File: config.mk
export PLATFORM = sky130hd
export DESIGN_NAME = dmux16_router
export DESIGN_NICKNAME = d
export VERILOG_FILES = /design/src/rtl/dmux16_router.sv
export SDC_FILE = /design/constraint.sdc
export NUM_CORES = 1
export LEC_CHECK = 0
export ABC_AREA = 1
export ABC_CLOCK_PERIOD_IN_PS = 2300
export BUFFER_PORTS_ARGS = -buffer_cell sky130_fd_sc_hd__buf_2
export CORE_MARGIN = 2
export CORE_UTILIZATION = 53
export CTS_CLUSTER_SIZE = 8
export DETAILED_ROUTE_END_ITERATION = 10
export GPL_ROUTABILITY_DRIVEN = 0
export PLACE_DENSITY_LB_ADDON = 0.1
export SLEW_MARGIN = 20
export SYNTH_ARGS = -nofsm -noshare
export SYNTH_HDL_FRONTEND = slang
export SYNTH_SLANG_ARGS = --single-unit
File: constraint.sdc
create_clock -name clk -period 2.3 [get_ports clk]
set_input_delay 0.345 -clock clk [delete_from_list [all_inputs] [get_ports clk]]
set_output_delay 0.345 -clock clk [all_outputs]
set_load 0.05 [all_outputs]
File: src/rtl/dmux16_router.sv
// dmux16_router: steers a valid/ready word stream into two one-entry channel holding registers (a/b).
// Latency 1 cycle input-to-output; a full, stalled channel only blocks words aimed at it (in_ready low).
// Optional per-channel delivery counters are built when DMUX_ROUTER_CNT_EN is defined.
module dmux16_router #(
    parameter int WIDTH = 16
`ifdef DMUX_ROUTER_CNT_EN
    , parameter int CNT_W = 16
`endif
) (
    input  logic             clk,
    input  logic             rst_n,
    input  logic             clear,
    input  logic             alt_mode,
    input  logic [WIDTH-1:0] in_data,
    input  logic             in_sel,
    input  logic             in_valid,
    output logic             in_ready,
    output logic [WIDTH-1:0] a_data,
    output logic             a_valid,
    input  logic             a_ready,
    output logic [WIDTH-1:0] b_data,
    output logic             b_valid,
    input  logic             b_ready
`ifdef DMUX_ROUTER_CNT_EN
    ,
    output logic [CNT_W-1:0] a_count,
    output logic [CNT_W-1:0] b_count
`endif
);

    logic [WIDTH-1:0] a_data_q, a_data_d;
    logic [WIDTH-1:0] b_data_q, b_data_d;
    logic             a_valid_q, a_valid_d;
    logic             b_valid_q, b_valid_d;
    logic             ptr_q, ptr_d;

    logic tgt;
    logic a_take, b_take;
    logic acc, acc_a, acc_b;

    // in_sel is never looked at in alternation mode, so an X there cannot leak into routing
    assign tgt    = alt_mode ? ptr_q : in_sel;
    assign a_take = a_valid_q && a_ready;
    assign b_take = b_valid_q && b_ready;

    assign in_ready = rst_n && !clear &&
                      (tgt ? (!b_valid_q || b_ready) : (!a_valid_q || a_ready));

    assign acc   = in_valid && in_ready;
    assign acc_a = acc && !tgt;
    assign acc_b = acc && tgt;

    always_comb begin
        a_valid_d = a_valid_q;
        b_valid_d = b_valid_q;
        a_data_d  = a_data_q;
        b_data_d  = b_data_q;
        ptr_d     = ptr_q;

        if (a_take) a_valid_d = 1'b0;
        if (b_take) b_valid_d = 1'b0;
        if (acc_a) begin
            a_valid_d = 1'b1;
            a_data_d  = in_data;
        end
        if (acc_b) begin
            b_valid_d = 1'b1;
            b_data_d  = in_data;
        end
        if (acc && alt_mode) ptr_d = ~ptr_q;

        // Flush dominates; accept is already blocked because in_ready is low
        if (clear) begin
            a_valid_d = 1'b0;
            b_valid_d = 1'b0;
            ptr_d     = 1'b0;
        end
    end

    always_ff @(posedge clk or negedge rst_n) begin
        if (!rst_n) begin
            a_valid_q <= 1'b0;
            b_valid_q <= 1'b0;
            a_data_q  <= '0;
            b_data_q  <= '0;
            ptr_q     <= 1'b0;
        end else begin
            a_valid_q <= a_valid_d;
            b_valid_q <= b_valid_d;
            a_data_q  <= a_data_d;
            b_data_q  <= b_data_d;
            ptr_q     <= ptr_d;
        end
    end

    assign a_data  = a_data_q;
    assign a_valid = a_valid_q;
    assign b_data  = b_data_q;
    assign b_valid = b_valid_q;

`ifdef DMUX_ROUTER_CNT_EN
    logic [CNT_W-1:0] a_cnt_q, a_cnt_d;
    logic [CNT_W-1:0] b_cnt_q, b_cnt_d;

    // Counters track completed deliveries and deliberately ignore clear
    always_comb begin
        a_cnt_d = a_take ? a_cnt_q + CNT_W'(1) : a_cnt_q;
        b_cnt_d = b_take ? b_cnt_q + CNT_W'(1) : b_cnt_q;
    end

    always_ff @(posedge clk or negedge rst_n) begin
        if (!rst_n) begin
            a_cnt_q <= '0;
            b_cnt_q <= '0;
        end else begin
            a_cnt_q <= a_cnt_d;
            b_cnt_q <= b_cnt_d;
        end
    end

    assign a_count = a_cnt_q;
    assign b_count = b_cnt_q;
`endif

endmodule

* After elaboration in Yosys (flattened, before gate mapping)
Index checks and enable logic that the tools add are counted.
Storage, ports and cells: ROM bits 0, bits in writable memories 0, bits in registers 35, logic and storage cells 33, input bits 24, memories 0, output and inout port bits 35, latch bits 0
Cells by class: muxes and demuxes 10, order comparisons 0, eq/ne operators 0, div/mod/pow operators 0, shift-type cells 0, reduce and logical (&&, ||, !) cells 17, multiply operators 0, $add $sub $neg 0, bitwise gates (word level) 1
Operators with widths (number):
- $mux W1 | 10
- $logic_and A1 B1 Y1 | 8
- $reduce_bool A3 Y1 | 2
- $logic_not A1 Y1 | 4
- $logic_or A1 B1 Y1 | 2
- $reduce_bool A2 Y1 | 1
- $not A1 Y1 | 1

* Longest topological paths before layout
Gate-level depths: netlist of the first run.
word-level depth 8, depth in mapped cells 10, gate-level depth less buffers 9

* Worst setup path before layout of the first run
OpenSTA, ideal clock, no wires.
path kind register to register, start register a_valid_q (netlist: a_valid), end register a_data_q[10] (netlist: a_data[10]), clock period less this slack 1.672 ns, cell stages (with the launch flop) 10, setup slack 0.628 ns, data required time 2.181 ns, library setup time 0.119 ns, data arrival time 1.553 ns, buffers on the path 1, cells stage by stage dfrtp_1 > inv_1 > nor2_1 > nand3_1 > nand2_4 > nor2_8 > nand3_4 > buf_6 > nand2_2 > o21ai_2
On the way: longest elaborated chain between the ends 6
Ends and longest elaborated chain:
- from (decl) | RTL line 33 | logic a_valid_q, a_valid_d;
- from (signal assigned) | RTL line 88 | a_valid_q <= a_valid_d;
- $logic_not A1 Y1 | RTL line 47 | (tgt ? (!b_valid_q || b_ready) : (!a_valid_q || a_ready));
- $logic_or A1 B1 Y1 | RTL line 47
- $mux W1 | RTL line 47
- $logic_and A1 B1 Y1 | RTL line 46 | assign in_ready = rst_n && !clear &&
- named net in_ready | RTL line 17 | output logic in_ready,
- $logic_and A1 B1 Y1 | RTL line 49 | assign acc = in_valid && in_ready;
- $logic_and A1 B1 Y1 | RTL line 50 | assign acc_a = acc && !tgt;
- to (signal assigned) | RTL line 90 | a_data_q <= a_data_d;
- to (decl) | RTL line 31 | logic [WIDTH-1:0] a_data_q, a_data_d;
The timed path passes the listed nets, and every way through them passes these cells. A chain may end at the register's enable or synchronous reset.

* Final worst setup path of the first run
start register ptr_q, end output in_ready
On the way: longest elaborated chain between the ends 3
Ends and longest elaborated chain:
- from (decl) | RTL line 35 | logic ptr_q, ptr_d;
- from (signal assigned) | RTL line 92 | ptr_q <= ptr_d;
- $mux W1 | RTL line 42 | assign tgt = alt_mode ? ptr_q : in_sel;
- $mux W1 | RTL line 47
- $logic_and A1 B1 Y1 | RTL line 46
- to (decl) | RTL line 17
Every way passes these cells.

==> results of run 1 <==
==> registers in the layout, indices dropped and copies added (netlist names) <==
signal / flops
a_valid: 1
a_data: 16
ptr_q: 1
b_data: 16
b_valid: 1
==> metrics by stage <==
step / utilization, % / instances / setup slack, ns / total power [mW] / cell area [um2]
finish: 67.1 / 260 / 0.457 / 2.04 / 2030
global route: 67.1 / 260 / 0.375 / 2.16 / 2030
CTS: 67.1 / 260 / 0.446 / 2.07 / 2030
detailed placement: 64.7 / 252 / 0.428 / 1.68 / 1960
global placement: 64.7 / 252 / 0.511 / 1.66 / 1960
floorplan: - / 155 / 0.628 / 1.48 / 1670
==> report_power, final <==
group	leakage [nW]	internal [mW]	switching, mW
combinational	0.610	0.210	0.632
sequential	0.445	0.738	0.0780
clock	0.0375	0.179	0.204
total	1.09	1.13	0.914
==> per-layer routing <==
metal / track usage, % / vias up / part of all wire [%]
met1: 21.2 / 554 / 41
met2: 30.9 / 39 / 52
li1: - / 607 / -
met4: 7.62 / 0 / 1.2
met5: 0 / - / 0
met3: 6.71 / 5 / 5.6
==> synth_stat cells, drive strengths merged <==
master / number
buf: 6
nor2: 5
o21ai: 32
dfrtp: 35
nand3: 6
inv: 27
nand4: 1
nand2: 41
a21oi: 2
==> worst reg2reg max path: cells and delay by family (launching register included) <==
kind | cells | cell delay [ns]
flops | 1 | 0.40
simple gates | 6 | 1.09
compound gates | 1 | 0.07
buf+inv | 1 | 0.06
==> worst paths after layout <==
check                      startpoint         to  cells after the start
max                             ptr_q   in_ready                      6
min                             rst_n    a_valid                      2
max reg2reg                     ptr_q  a_data[0]                      8
min reg2reg                 a_data[6]  a_data[6]                      2
max in group asynchronous       rst_n      ptr_q                      2
min in group clk                clear    b_valid                      2
==> cells by family after synthesis <==
| logic type | count (synthesis) | share of synthesized area (%) |
|---|---|---|
| compound gates | 34 | 17.8 |
| flops | 35 | 52.4 |
| buf+inv | 33 | 10.1 |
| simple gates | 53 | 19.7 |
==> layout make-up <==
| type | count | area [um2] | share of cell area (%) |
|---|---|---|---|
| Sequential cell | 35 | 876 | 43.1 |
| Multi-Input combinational cell | 87 | 628 | 30.9 |
| Timing Repair Buffer | 59 | 298 | 14.7 |
| Inverter | 27 | 101 | 4.99 |
| Clock buffer | 7 | 65.1 | 3.20 |
| Tap cell | 44 | 55.1 | 2.71 |
| Clock inverter | 1 | 7.51 | 0.370 |
==> metrics.yaml, run 1 <==
outcome:
  outcome: "finished, final reports clean"
cells_and_area:
  final_nets: 239
  antenna-diode-count: 0
  drive_gt1_share_pct: 63.0
  final_cell_mix: "buf_2 (58), dfrtp_1 (35), o21ai_2 (32), nand2_2 (29), inv_1 (25)"
  layout_commonest_cell: "buf_2"
  fillers: 269
  syn2layout_area_growth_pct: 21.4
routing:
  avgViaCountPerCell: 4.63
  dr.pass1.iters: 4
  totalWireLength_mm: 2.97
  antenna_left: 0
  num_vias: 1205
  drcViolationCount: 0
  drtIter0Drc: 28
  wl_per_cell_um: 11.4
yosys:
  ys_ff_latch: 35
  synth_top_cell_by_area: "dfrtp_1"
  ys_types: 14
  netlist_area_um2: 1670
  yosys_warnings: 0
  syn_inst: 155
  avgSynthCellArea_um2: 10.8
  synth-seq-area-share_pct: 52.4
  ys_top_cells_by_area: "dfrtp_1 (52%), o21ai_2 (17%), nand2_2 (11%), inv_1 (5.6%), buf_6 (4.0%)"
  synth_top_area_share_pct: 52.4
  syn-num-nets: 179
clock_tree:
  clockRootBuffer: "clkbuf_4"
  cts_hold_buffers: 0
  insertion_delay_ns: 0.33
  cts.sinks: 35
  post_cts_resized: 0
  cts_buffers: 5
  clkTransAtPathRegs_ns: 0.10
  htree_levels: 2
  cts_max_path_buffers: 2
  cts_tree: "yes"
  cts_setup_buffers: 0
sta:
  hold_ws_ns: 0.0327
  post-route-period-util_pct: 80.1
  rsz0062_at_grt: "no"
  setup_viol: 0
  timing_worst_slew_pin_value_ns: 0.559
  skew_ns: 0.00442
  period_needed_ns: 1.84
  final.setup.tns_ns: 0
  slew_violations: 0
  relSlewSlack_pct: 62.7
  hold_viol_final: 0
  fmax_ghz: 0.543
power:
  powerDensity_nw_per_um2: 1000
  p_leak_nw: 1.09
  vdd_drop_max_mv: 0.570
global_routing:
  grt-ovfl-total: 0
  grt_pass1_vias: 1099
  grt_start_max_net_pins: 36
  grt_pass1_wl_mm: 4.80
  antenna_found_initial: 0
  grt_use_total_pct: 18.4
worst_setup_path:
  cp-start-kind: "flip-flop"
  critical_path.top_delay_family: "simple AND/OR/NAND/NOR gates"
  crit_chain: "nand2_1 > nand2_2 > nand2_2 > inv_2 > nor2_8 > buf_2"
  cp.arrival_ns: 1.50
  cp_slowest_cell: "dfrtp_1"
  worstPathRequired_ns: 1.96
  critPathKind: "reg2out"
  crit_buf_inv: 2
  reg2reg_setup_slack_ns: 0.56
  cpPeakStageDelay_ns: 0.40
  critical_path.most_common_cell: "nand2_2"
  endpoint_kind: "output pin"
  crit_fanout: 4
placement:
  portBuffers: 58
  dpl.hpwl_mm: 2.16
floorplan:
  die-width_um: 60.2
  rows: 20
  core_area_um2: 3030
  ios: 59
  dieArea_um2: 3620
  start_util_pct: 55.2
  die_h_um: 60.2
run:
  drv_cap: 0
hold_path:
  hp-class: "in2async"
No activity file was read; power rests on OpenSTA's default activity.
==> run 2: changes to the inputs <==
--- a/config.mk
+++ b/config.mk
@@ -6,10 +6,10 @@
 export NUM_CORES = 1
 export LEC_CHECK = 0
 export ABC_AREA = 1
-export ABC_CLOCK_PERIOD_IN_PS = 2300
+export ABC_CLOCK_PERIOD_IN_PS = 1800
 export BUFFER_PORTS_ARGS = -buffer_cell sky130_fd_sc_hd__buf_2
 export CORE_MARGIN = 2
-export CORE_UTILIZATION = 53
+export CORE_UTILIZATION = 49
 export CTS_CLUSTER_SIZE = 8
 export DETAILED_ROUTE_END_ITERATION = 10
 export GPL_ROUTABILITY_DRIVEN = 0
==> constraint.sdc (replaced) <==
create_clock -name clk -period 1.8 [get_ports clk]
set_input_delay 0.27 -clock clk [delete_from_list [all_inputs] [get_ports clk]]
set_output_delay 0.27 -clock clk [all_outputs]
set_load 0.05 [all_outputs]
==> run 2 against run 1 <==
- global-route usage is 0.11 points lower
- final area is 1.5% higher
- clock skew is 0.0042 ns higher
- register-to-register slack worse by 0.23 ns
- sequential power is 29% higher
- clock-buffer cell count is 1 lower
- first-iteration DRC count is 120% higher
- combinational power is 30% higher
- wire length is 8.3% higher
- power is 25% higher
- final cell count is 2.3% higher
- critical path depth stayed put
- highest routed layer unchanged
==> metrics.yaml, run 2 (synthesis gave the netlist of run 1 again) <==
routing:
  dr.pass1.iters: 4
  drtIter0Drc: 62
  avgViaCountPerCell: 4.63
  num_vias: 1231
  drcViolationCount: 0
  wl_per_cell_um: 12.1
  antenna_left: 0
  totalWireLength_mm: 3.22
clock_tree:
  clkTransAtPathRegs_ns: 0.10
  cts_tree: "yes"
  htree_levels: 2
  cts.sinks: 35
  cts_max_path_buffers: 2
  clockRootBuffer: "clkbuf_4"
  cts_setup_buffers: 0
  insertion_delay_ns: 0.33
  cts_buffers: 5
hold_path:
  hp-class: "in2reg"
worst_setup_path:
  cp_slowest_cell: "dfrtp_1"
  reg2regPathDepth: 9
  startpoint: "ptr_q"
  critical_path.most_common_cell: "nand2_2"
  reg2reg_setup_slack_ns: 0.33
  worst-path-stages: 6
  crit_chain: "nand2_1 > nand2_2 > nand2_2 > inv_2 > nor2_8 > buf_4"
  critPathKind: "reg2out"
  r2r-end: "b_data[7]"
  cp.arrival_ns: 1.44
  crit_buf_inv: 2
  r2r-start: "ptr_q"
  cpPeakStageDelay_ns: 0.41
  endpoint_kind: "output pin"
  critical_path.top_delay_family: "simple AND/OR/NAND/NOR gates"
  cp-start-kind: "flip-flop"
  worstPathRequired_ns: 1.53
  crit_fanout: 4
  endpoint: "in_ready"
cells_and_area:
  final_cells: 266
  fin_area_um2: 2060
  final_nets: 243
  layout_commonest_cell: "buf_2"
  syn2layout_area_growth_pct: 23.3
  drive_gt1_share_pct: 62.7
  final_cell_mix: "buf_2 (57), dfrtp_1 (35), o21ai_2 (32), nand2_2 (29), inv_1 (25)"
  multiInputGateArea_um2: 628
  seq_area_um2: 876
  antenna-diode-count: 0
  fillers: 322
power:
  powerDensity_nw_per_um2: 1230
  p_leak_nw: 1.11
  vdd_drop_max_mv: 0.634
sta:
  hold_viol_final: 0
  slew_violations: 0
  period_needed_ns: 1.71
  skew_ns: 0.00863
  setup_viol: 0
  fmax_ghz: 0.585
  relSlewSlack_pct: 70.9
  timing_worst_slew_pin_value_ns: 0.436
  final.setup.tns_ns: 0
  post-route-period-util_pct: 95.0
  rsz0062_at_grt: "no"
global_routing:
  grt_use_total_pct: 18.3
  grt_start_max_net_pins: 36
  grtUsageMet1_pct: 21.6
  antenna_found_initial: 0
  grt-ovfl-total: 0
  gr-usage-met3_pct: 5.23
  top_usage_layer: "met2"
  grt_pass1_wl_mm: 5.54
  grt_util_met2_pct: 31.6
  grt_pass1_vias: 1226
placement:
  place_area_um2: 2000
  dpl.hpwl_mm: 2.38
  place_inst: 257
  portBuffers: 58
floorplan:
  die-width_um: 62.4
  start_util_pct: 50.5
  die_h_um: 62.4
  rows: 21
  ios: 59
  core_area_um2: 3310
  dieArea_um2: 3900
run:
  drv_cap: 0
outcome:
  outcome: "finished, final reports clean"
[run 2: changes by cell type in the layout (fill, tap and decap cells not counted), sizes merged]
| cell | change |
|---|---|
| clkinv | +1 |
| buf | +3 |
| clkbuf | -1 |
| dlygate4sd3 | +1 |
[run 2: how the worst min path moves through the flow]
stage / slack (ns) / start / cells after the start / end
2_1_floorplan: -0.03 / rst_n / 0 / a_data[0]
3_3_place_gp: 0.34 / rst_n / 2 / a_valid
3_5_place_dp: 0.36 / rst_n / 2 / a_valid
4_1_cts: 0.13 / clear / 2 / b_valid
5_1_grt: 0.13 / clear / 2 / b_valid
6_report: 0.15 / clear / 2 / b_valid
[run 2: power breakdown]
| group | switching, mW | internal, mW | leakage [nW] | total [mW] |
|---|---|---|---|---|
| Sequential | 0.105 | 0.943 | 0.445 | 1.05 |
| Combinational | 0.812 | 0.275 | 0.633 | 1.09 |
| Clock | 0.257 | 0.151 | 0.0282 | 0.408 |
| Total | 1.17 | 1.37 | 1.11 | 2.54 |
[run 2: final cells by class]
type | instances | area share (%)
tap | 46 | 2.79
clock buffer | 6 | 2.00
timing repair buffer | 63 | 16.7
sequential | 35 | 42.5
inverter | 27 | 4.92
multi-input combinational | 87 | 30.5
clock inverter | 2 | 0.607
[run 2: layer usage]
layer,part of all wire [%],vias up
met2,52,38
met5,0,-
li1,-,610
met3,5.4,5
met4,1.5,0
met1,41,578
[run 2: through the flow]
| step | util [%] | total power [mW] | worst slack [ns] | hold WS, ns |
|---|---|---|---|---|
| final | 62.3 | 2.54 | 0.0892 | 0.146 |
| after global routing | 62.3 | 2.68 | 0.0181 | 0.132 |
| after CTS | 62.2 | 2.57 | 0.0158 | 0.129 |
| after detailed placement | 60.3 | 2.16 | 0.313 | 0.357 |
| after global placement | 60.3 | 2.13 | 0.379 | 0.342 |
| after floorplan | - | 1.89 | 0.128 | -0.0256 |
[run 2: what timing repair did]
action | 4_1_cts | 5_1_grt
gates resized for setup | 0 | 2
hold endpoints to repair | 35 | 0
hold buffers | 1 | 0
setup endpoints to repair | 0 | 1
